[src/rtl/up_adc_bus_pkg.sv]
// Shared types and constants for the ADC up-bus combiner: FSM encoding,
// default timeout read-back word and the error counter width.
package up_adc_bus_pkg;

   typedef enum logic [1:0] {
      ST_IDLE    = 2'd0,
      ST_WR_WAIT = 2'd1,
      ST_RD_WAIT = 2'd2
   } bus_state_e;

   localparam logic [31:0] TIMEOUT_RDATA_DEFAULT = 32'hdead_dead;
   localparam int          ERR_CNT_W             = 16;

   function automatic logic [ERR_CNT_W-1:0] sat_inc(input logic [ERR_CNT_W-1:0] v);
      return (&v) ? v : v + 16'd1;
   endfunction

endpackage

[src/rtl/up_adc_bus_timer.sv]
// Loadable down-counter; expired_o flags a zero count while enabled so the
// owner can self-complete a transaction that no slave answered.
module up_adc_bus_timer #(
   parameter int W = 8
) (
   input  logic         clk,
   input  logic         rst_n,
   input  logic         load_i,
   input  logic [W-1:0] load_val_i,
   input  logic         en_i,
   output logic         expired_o
);

   logic [W-1:0] count_q;

   always_ff @(posedge clk or negedge rst_n) begin
      if (!rst_n) begin
         count_q <= '0;
      end else if (load_i) begin
         count_q <= load_val_i;
      end else if (en_i && (count_q != '0)) begin
         count_q <= count_q - W'(1);
      end
   end

   assign expired_o = en_i && (count_q == '0);

endmodule

[src/rtl/up_adc_bus_combiner.sv]
// Up-bus fan-out/fan-in for the ADC register slaves: one transaction in flight,
// write-before-read arbitration, ack timeout and sticky bus-error flags.
module up_adc_bus_combiner
   import up_adc_bus_pkg::*;
#(
   parameter int          NUM_SLAVES    = 3,
   parameter int          NUM_CHANNELS  = 2,
   parameter int          TIMEOUT       = 255,
   parameter logic [31:0] TIMEOUT_RDATA = TIMEOUT_RDATA_DEFAULT
) (
   input  logic                     up_clk,
   input  logic                     up_rstn,
   input  logic                     up_wreq,
   input  logic [13:0]              up_waddr,
   input  logic [31:0]              up_wdata,
   output logic                     up_wack,
   input  logic                     up_rreq,
   input  logic [13:0]              up_raddr,
   output logic [31:0]              up_rdata,
   output logic                     up_rack,
   output logic                     s_wreq,
   output logic [13:0]              s_waddr,
   output logic [31:0]              s_wdata,
   input  logic [NUM_SLAVES-1:0]    s_wack,
   output logic                     s_rreq,
   output logic [13:0]              s_raddr,
   input  logic [32*NUM_SLAVES-1:0] s_rdata,
   input  logic [NUM_SLAVES-1:0]    s_rack,
   input  logic [NUM_CHANNELS-1:0]  ch_pn_err,
   input  logic [NUM_CHANNELS-1:0]  ch_pn_oos,
   input  logic [NUM_CHANNELS-1:0]  ch_or,
   output logic                     up_status_pn_err,
   output logic                     up_status_pn_oos,
   output logic                     up_status_or,
   input  logic                     up_err_clr,
   output logic                     up_err_timeout,
   output logic                     up_err_multi,
   output logic                     up_err_collide,
   output logic [15:0]              up_timeout_count
);

   localparam int TW = $clog2(TIMEOUT + 1);

   bus_state_e            state_q, state_d;
   logic                  s_wreq_q, s_wreq_d, s_rreq_q, s_rreq_d;
   logic [13:0]           waddr_q, waddr_d, raddr_q, raddr_d;
   logic [31:0]           wdata_q, wdata_d, rdata_q, rdata_d;
   logic                  pend_q, pend_d;
   logic [13:0]           pend_addr_q, pend_addr_d;
   logic                  wack_q, wack_d, rack_q, rack_d;
   logic                  err_to_q, err_multi_q, err_col_q;
   logic [ERR_CNT_W-1:0]  to_cnt_q;
   logic                  st_pn_err_q, st_pn_oos_q, st_or_q;
   logic                  timer_load, timer_expired;
   logic                  timeout_evt, multi_evt, collide_evt;
   logic [31:0]           rd_or;

   up_adc_bus_timer #(.W(TW)) u_timer (
      .clk        (up_clk),
      .rst_n      (up_rstn),
      .load_i     (timer_load),
      .load_val_i (TW'(TIMEOUT)),
      .en_i       (state_q != ST_IDLE),
      .expired_o  (timer_expired)
   );

   always_comb begin
      state_d     = state_q;
      s_wreq_d    = 1'b0;
      s_rreq_d    = 1'b0;
      waddr_d     = waddr_q;
      wdata_d     = wdata_q;
      raddr_d     = raddr_q;
      rdata_d     = rdata_q;
      pend_d      = pend_q;
      pend_addr_d = pend_addr_q;
      wack_d      = 1'b0;
      rack_d      = 1'b0;
      timer_load  = 1'b0;
      timeout_evt = 1'b0;
      multi_evt   = 1'b0;
      collide_evt = 1'b0;
      rd_or       = '0;
      for (int k = 0; k < NUM_SLAVES; k++) begin
         if (s_rack[k]) rd_or = rd_or | s_rdata[32*k +: 32];
      end
      case (state_q)
         ST_IDLE: begin
            // A pending read owns the bus this cycle; anything new is dropped.
            if (pend_q) begin
               s_rreq_d    = 1'b1;
               raddr_d     = pend_addr_q;
               pend_d      = 1'b0;
               state_d     = ST_RD_WAIT;
               timer_load  = 1'b1;
               collide_evt = up_wreq | up_rreq;
            end else if (up_wreq) begin
               s_wreq_d   = 1'b1;
               waddr_d    = up_waddr;
               wdata_d    = up_wdata;
               state_d    = ST_WR_WAIT;
               timer_load = 1'b1;
               if (up_rreq) begin
                  pend_d      = 1'b1;
                  pend_addr_d = up_raddr;
               end
            end else if (up_rreq) begin
               s_rreq_d   = 1'b1;
               raddr_d    = up_raddr;
               state_d    = ST_RD_WAIT;
               timer_load = 1'b1;
            end
         end
         ST_WR_WAIT: begin
            collide_evt = up_wreq | up_rreq;
            if (|s_wack) begin
               wack_d    = 1'b1;
               state_d   = ST_IDLE;
               multi_evt = (s_wack & (s_wack - NUM_SLAVES'(1))) != '0;
            end else if (timer_expired) begin
               wack_d      = 1'b1;
               state_d     = ST_IDLE;
               timeout_evt = 1'b1;
            end
         end
         ST_RD_WAIT: begin
            collide_evt = up_wreq | up_rreq;
            if (|s_rack) begin
               rack_d    = 1'b1;
               rdata_d   = rd_or;
               state_d   = ST_IDLE;
               multi_evt = (s_rack & (s_rack - NUM_SLAVES'(1))) != '0;
            end else if (timer_expired) begin
               rack_d      = 1'b1;
               rdata_d     = TIMEOUT_RDATA;
               state_d     = ST_IDLE;
               timeout_evt = 1'b1;
            end
         end
         default: state_d = ST_IDLE;
      endcase
   end

   always_ff @(posedge up_clk or negedge up_rstn) begin
      if (!up_rstn) begin
         state_q     <= ST_IDLE;
         s_wreq_q    <= 1'b0;
         s_rreq_q    <= 1'b0;
         waddr_q     <= '0;
         wdata_q     <= '0;
         raddr_q     <= '0;
         rdata_q     <= '0;
         pend_q      <= 1'b0;
         pend_addr_q <= '0;
         wack_q      <= 1'b0;
         rack_q      <= 1'b0;
         err_to_q    <= 1'b0;
         err_multi_q <= 1'b0;
         err_col_q   <= 1'b0;
         to_cnt_q    <= '0;
         st_pn_err_q <= 1'b0;
         st_pn_oos_q <= 1'b0;
         st_or_q     <= 1'b0;
      end else begin
         state_q     <= state_d;
         s_wreq_q    <= s_wreq_d;
         s_rreq_q    <= s_rreq_d;
         waddr_q     <= waddr_d;
         wdata_q     <= wdata_d;
         raddr_q     <= raddr_d;
         rdata_q     <= rdata_d;
         pend_q      <= pend_d;
         pend_addr_q <= pend_addr_d;
         wack_q      <= wack_d;
         rack_q      <= rack_d;
         // A set event in the same cycle as a clear leaves the flag set.
         err_to_q    <= timeout_evt | (err_to_q    & ~up_err_clr);
         err_multi_q <= multi_evt   | (err_multi_q & ~up_err_clr);
         err_col_q   <= collide_evt | (err_col_q   & ~up_err_clr);
         if (timeout_evt) to_cnt_q <= sat_inc(to_cnt_q);
         else if (up_err_clr) to_cnt_q <= '0;
         st_pn_err_q <= |ch_pn_err;
         st_pn_oos_q <= |ch_pn_oos;
         st_or_q     <= |ch_or;
      end
   end

   assign up_wack          = wack_q;
   assign up_rack          = rack_q;
   assign up_rdata         = rdata_q;
   assign s_wreq           = s_wreq_q;
   assign s_waddr          = waddr_q;
   assign s_wdata          = wdata_q;
   assign s_rreq           = s_rreq_q;
   assign s_raddr          = raddr_q;
   assign up_err_timeout   = err_to_q;
   assign up_err_multi     = err_multi_q;
   assign up_err_collide   = err_col_q;
   assign up_timeout_count = to_cnt_q;
   assign up_status_pn_err = st_pn_err_q;
   assign up_status_pn_oos = st_pn_oos_q;
   assign up_status_or     = st_or_q;

endmodule

[config.mk]
export PLATFORM = sky130hd
export DESIGN_NAME = up_adc_bus_combiner
export DESIGN_NICKNAME = d
export VERILOG_FILES = /design/src/rtl/up_adc_bus_pkg.sv /design/src/rtl/up_adc_bus_timer.sv /design/src/rtl/up_adc_bus_combiner.sv
export SDC_FILE = /design/constraint.sdc
export NUM_CORES = 1
export LEC_CHECK = 0
export CAP_MARGIN = 20
export CORE_UTILIZATION = 40
export CTS_CLUSTER_SIZE = 30
export DETAILED_ROUTE_END_ITERATION = 8
export PLACE_DENSITY = 0.79
export RECOVER_POWER = 25
export SLEW_MARGIN = 20
export SYNTH_ARGS = -nofsm -noshare
export SYNTH_HDL_FRONTEND = slang
export SYNTH_SLANG_ARGS = --single-unit
[constraint.sdc]
create_clock -name up_clk -period 2.8 [get_ports up_clk]
set_clock_uncertainty 0.2 [all_clocks]
set_input_delay 0.56 -clock up_clk [delete_from_list [all_inputs] [get_ports up_clk]]
set_output_delay 0.56 -clock up_clk [all_outputs]
set_load 0.02 [all_outputs]
==> Flow_metrics.wiki <==
{| class="wikitable"
! Metric !! Value
|-
| Status || finished with violations
|-
| Violations in the final reports || capacitance limit, slew limit
|-
| Setup Crit Path Kind || reg2reg
|-
| Final antenna-violating net count || 0
|-
| Global placer's final weighted congestion || 0.855
|-
| GRT Residual Overflow || 0
|-
| Initial DRC Count || 373
|-
| R2R Path Start || state_q[1]
|-
| Critical path data arrival time || 2.63 ns
|-
| Critical Path Source || state_q[1]
|-
| Post-DP HPWL || 15.1 mm
|-
| Headroom to the max-slew limit || -9.47%
|-
| End point of the worst hold path || s_raddr[13]
|-
| Final-layout worst hold slack || 0.278 ns
|-
| Cell variety after synth || 54
|-
| Hold Path Stages || 2
|-
| Post-Synthesis Net Count || 727
|-
| DR vias || 5,833
|-
| GRT Util Overall || 23.9%
|-
| Row Count || 45
|-
| Number of setup violations in the final report || 0
|-
| # fillers || 1,153
|-
| Count of state elements after synthesis || 143
|-
| Clock Path Buffers || 2
|-
| Main synth FF type || dfrtp_1
|-
| Peak supply drop || 0.000787 V
|-
| Share of the cycle needed by the critical path after routing || 89.0%
|-
| Synthesized area || 0.00639 mm^2
|-
| Cells after Synth || 547
|-
| # port buffers || 290
|-
| Max frequency || 0.401 GHz
|-
| WL final || 19.8 mm
|-
| Pin count of the biggest net entering global routing || 65
|-
| Number of enable-type register cells in the synthesized netlist || 0
|-
| Power per cell area || 981 mW/mm^2
|-
| Post-synth ARST share || 100%
|-
| Transition time at the pin with the least slew margin || 1.64 ns
|-
| First-pass GRT wire length || 30.3 mm
|-
| Clock transition at the register clock pins on the worst setup and hold paths after CTS || 0.06 ns
|-
| Data required time at the worst endpoint || 2.94 ns
|-
| RSZ-0062 raised after global routing || false
|-
| Setup slack of the worst register-to-register path || 0.31 ns
|-
| Number of max-slew violations in the final report || 63
|-
| Inst Count DP || 1,046
|-
| Number of antenna violations at the first check in global routing || 0
|-
| Startpoint of the worst hold path || s_raddr[13]
|-
| Post-layout net count || 1,035
|-
| Category of the worst setup path capture point || flip-flop
|-
| Standby leakage power || 4.20 nW
|-
| Detail-routed net length per standard cell || 18.3 um
|-
| Filler-free cell count of the finished design || 1,078
|-
| Class of the tightest hold or removal check || reg2reg
|-
| Insertion delay to the later sink of the worst-skew pair || 0.41 ns
|-
| Largest driver fanout on the critical path || 8
|-
| Die area || 0.0165 mm^2
|-
| Starting Density || 41.6%
|-
| Yosys warning count || 0
|-
| Number of cells on the worst reg-to-reg path || 8
|-
| Proportion of synthesized chip area in sequential cells || 56.0%
|-
| Layout Area Growth over Synthesis || 61.2%
|-
| Design Area, Final || 0.0103 mm^2
|-
| Core region area || 0.0154 mm^2
|-
| Total iterations of the first detailed-routing run || 5
|-
| Number of max-cap violations || 1
|-
| Root Buffer || clkbuf_16
|-
| Num Clock Sinks || 143
|-
| Number of buffers created by CTS || 17
|-
| Share of cells above drive strength 1 || 15.9%
|-
| Vertical die dimension || 128 um
|-
| Minimum period implied by the final worst setup slack || 2.49 ns
|-
| Terminus of the critical flop-to-flop path || u_timer.count_q[4]
|-
| Final core utilization || 67.0%
|-
| Vias in the first global route || 5,962
|-
| IO Pins || 291
|-
| Clock tree from TritonCTS || done
|-
| Syn_area_per_cell || 11.7 um^2
|-
| Placed Instance Area || 0.00968 mm^2
|-
| Vias/cell || 5.41
|-
| Final hold violation count || 0
|-
| Type of element launching the critical path || flip-flop
|-
| DRC violations left || 0
|-
| Width of the chip || 128 um
|-
| Antenna diode instance count || 0
|-
| Maximum level of the CTS H-tree || 4
|}
-- flip-flops by register name, summed over array words and instances (netlist names), 2 cells and up --
register          cells
u_timer.count_q       8
s_wdata              32
s_waddr              14
up_rdata             32
up_timeout_count     16
state_q               2
s_raddr              14
pend_addr_q          14
-- repair_timing --
action	4_1_cts	5_1_grt
resized for setup	0	1
hold buffers	1	0
endpoints found under the hold margin	60	0
buffers inserted	0	0
setup endpoints to repair	0	9
-- synth_stat cells (all sizes together), types with 2 or more instances --
library cell    n  area, um^2
a211oi          3        22.5
a21o            5        37.5
a21oi          33         169
a222oi         32         320
a22o            3        26.3
a31oi           2        12.5
and2            8        50.1
and3            7        43.8
buf            12        62.6
clkbuf         20        75.1
dfrtp         143        3580
ha              7        87.6
inv            11        41.3
maj3            2        20.0
mux2           61         687
mux2i          15         150
nand2          45         169
nand2b          3        18.8
nand3           9        45.0
nand4           2        12.5
nor2           34         130
nor3            8        45.0
nor4            8        71.3
nor4b           6        65.1
o211ai          2        15.0
o21a            2        15.0
o21ai          38         190
o31ai           2        15.0
or2             4        25.0
or3             2        12.5
or4             2        18.8
xor2            4        35.0
-- area by class of cell --
class	count	area, um^2	area share (%)
Inverter	11	41.3	0.401
Tap cell	211	264	2.56
Sequential cell	143	3580	34.7
Timing Repair Buffer	321	3170	30.8
Clock buffer	19	443	4.30
Clock inverter	12	168	1.63
Multi-Input combinational cell	361	2630	25.6
-- cells in the final DEF (no fill, tap or decap), types with 5 or more instances in the layout --
cell type / instances
clkdlybuf4s50_1: 286
dfrtp_1: 143
mux2_2: 61
nand2_1: 45
o21ai_0: 38
nor2_1: 33
a21oi_1: 32
a222oi_1: 32
buf_4: 27
clkbuf_16: 17
mux2i_1: 15
inv_1: 10
nand3_1: 9
and2_1: 7
nor3_1: 7
ha_1: 7
and3_1: 6
nor4_1: 6
a21o_1: 5
clkinv_2: 5
-- worst max-delay path: stages (launching register included) --
cell	delay, ns
dfrtp_1	0.42
inv_1	0.08
ha_1	0.26
nor4b_1	0.18
buf_4	0.14
a21oi_1	0.45
nand2_1	0.19
or4_1	0.42
nand3_1	0.09
-- routing by layer --
metal | up-vias | share of wire (%) | track usage [%]
li1 | 2660 | - | -
met1 | 2893 | 38 | 26.7
met2 | 250 | 50 | 41.9
met3 | 30 | 9.3 | 8.73
met4 | 0 | 2.4 | 8.72
met5 | - | 0 | 0
-- power by group --
| part | total (mW) | switching (mW) | leakage (nW) | internal (mW) |
|---|---|---|---|---|
| logic | 4.38 | 2.16 | 2.22 | 2.21 |
| registers | 3.39 | 0.475 | 1.70 | 2.91 |
| clock network | 2.34 | 0.838 | 0.294 | 1.50 |
| total | 10.1 | 3.48 | 4.20 | 6.63 |
-- logic make-up (layout without fill, tap and decap cells) --
group / count (synthesis) / count (layout) / share of synthesized area [%]
AOI/OAI and AO/OA: 130 / 130 / 14.2
xor gates and xnor gates: 5 / 5 / 0.685
adders and majority gates: 9 / 9 / 1.68
buffers and inverters: 43 / 363 / 2.80
DFF: 143 / 143 / 56.0
muxes: 76 / 76 / 13.1
and+or+nand+nor: 141 / 141 / 11.5
-- worst max-delay path by stage --
stage / to / slack, ns / depth (start not counted)
2_1_floorplan: up_timeout_count[2] / 0.61 / 7
3_3_place_gp: up_timeout_count[6] / -0.02 / 7
3_5_place_dp: up_timeout_count[6] / -0.05 / 7
4_1_cts: up_rdata[25] / 0.20 / 8
5_1_grt: s_waddr[7] / 0.12 / 3
6_report: u_timer.count_q[4] / 0.31 / 8
-- per-stage QoR --
step                      worst slack [ns]  TNS [ns]  total power, mW
after floorplan                      0.606         0             5.55
after global routing                 0.120         0             10.6
after global placement             -0.0218   -0.0472             7.63
after detailed placement           -0.0495   -0.0898             7.81
final                                0.309         0             10.1
after CTS                            0.198         0             10.2
Note: power is estimated with default switching activity, not from simulation.
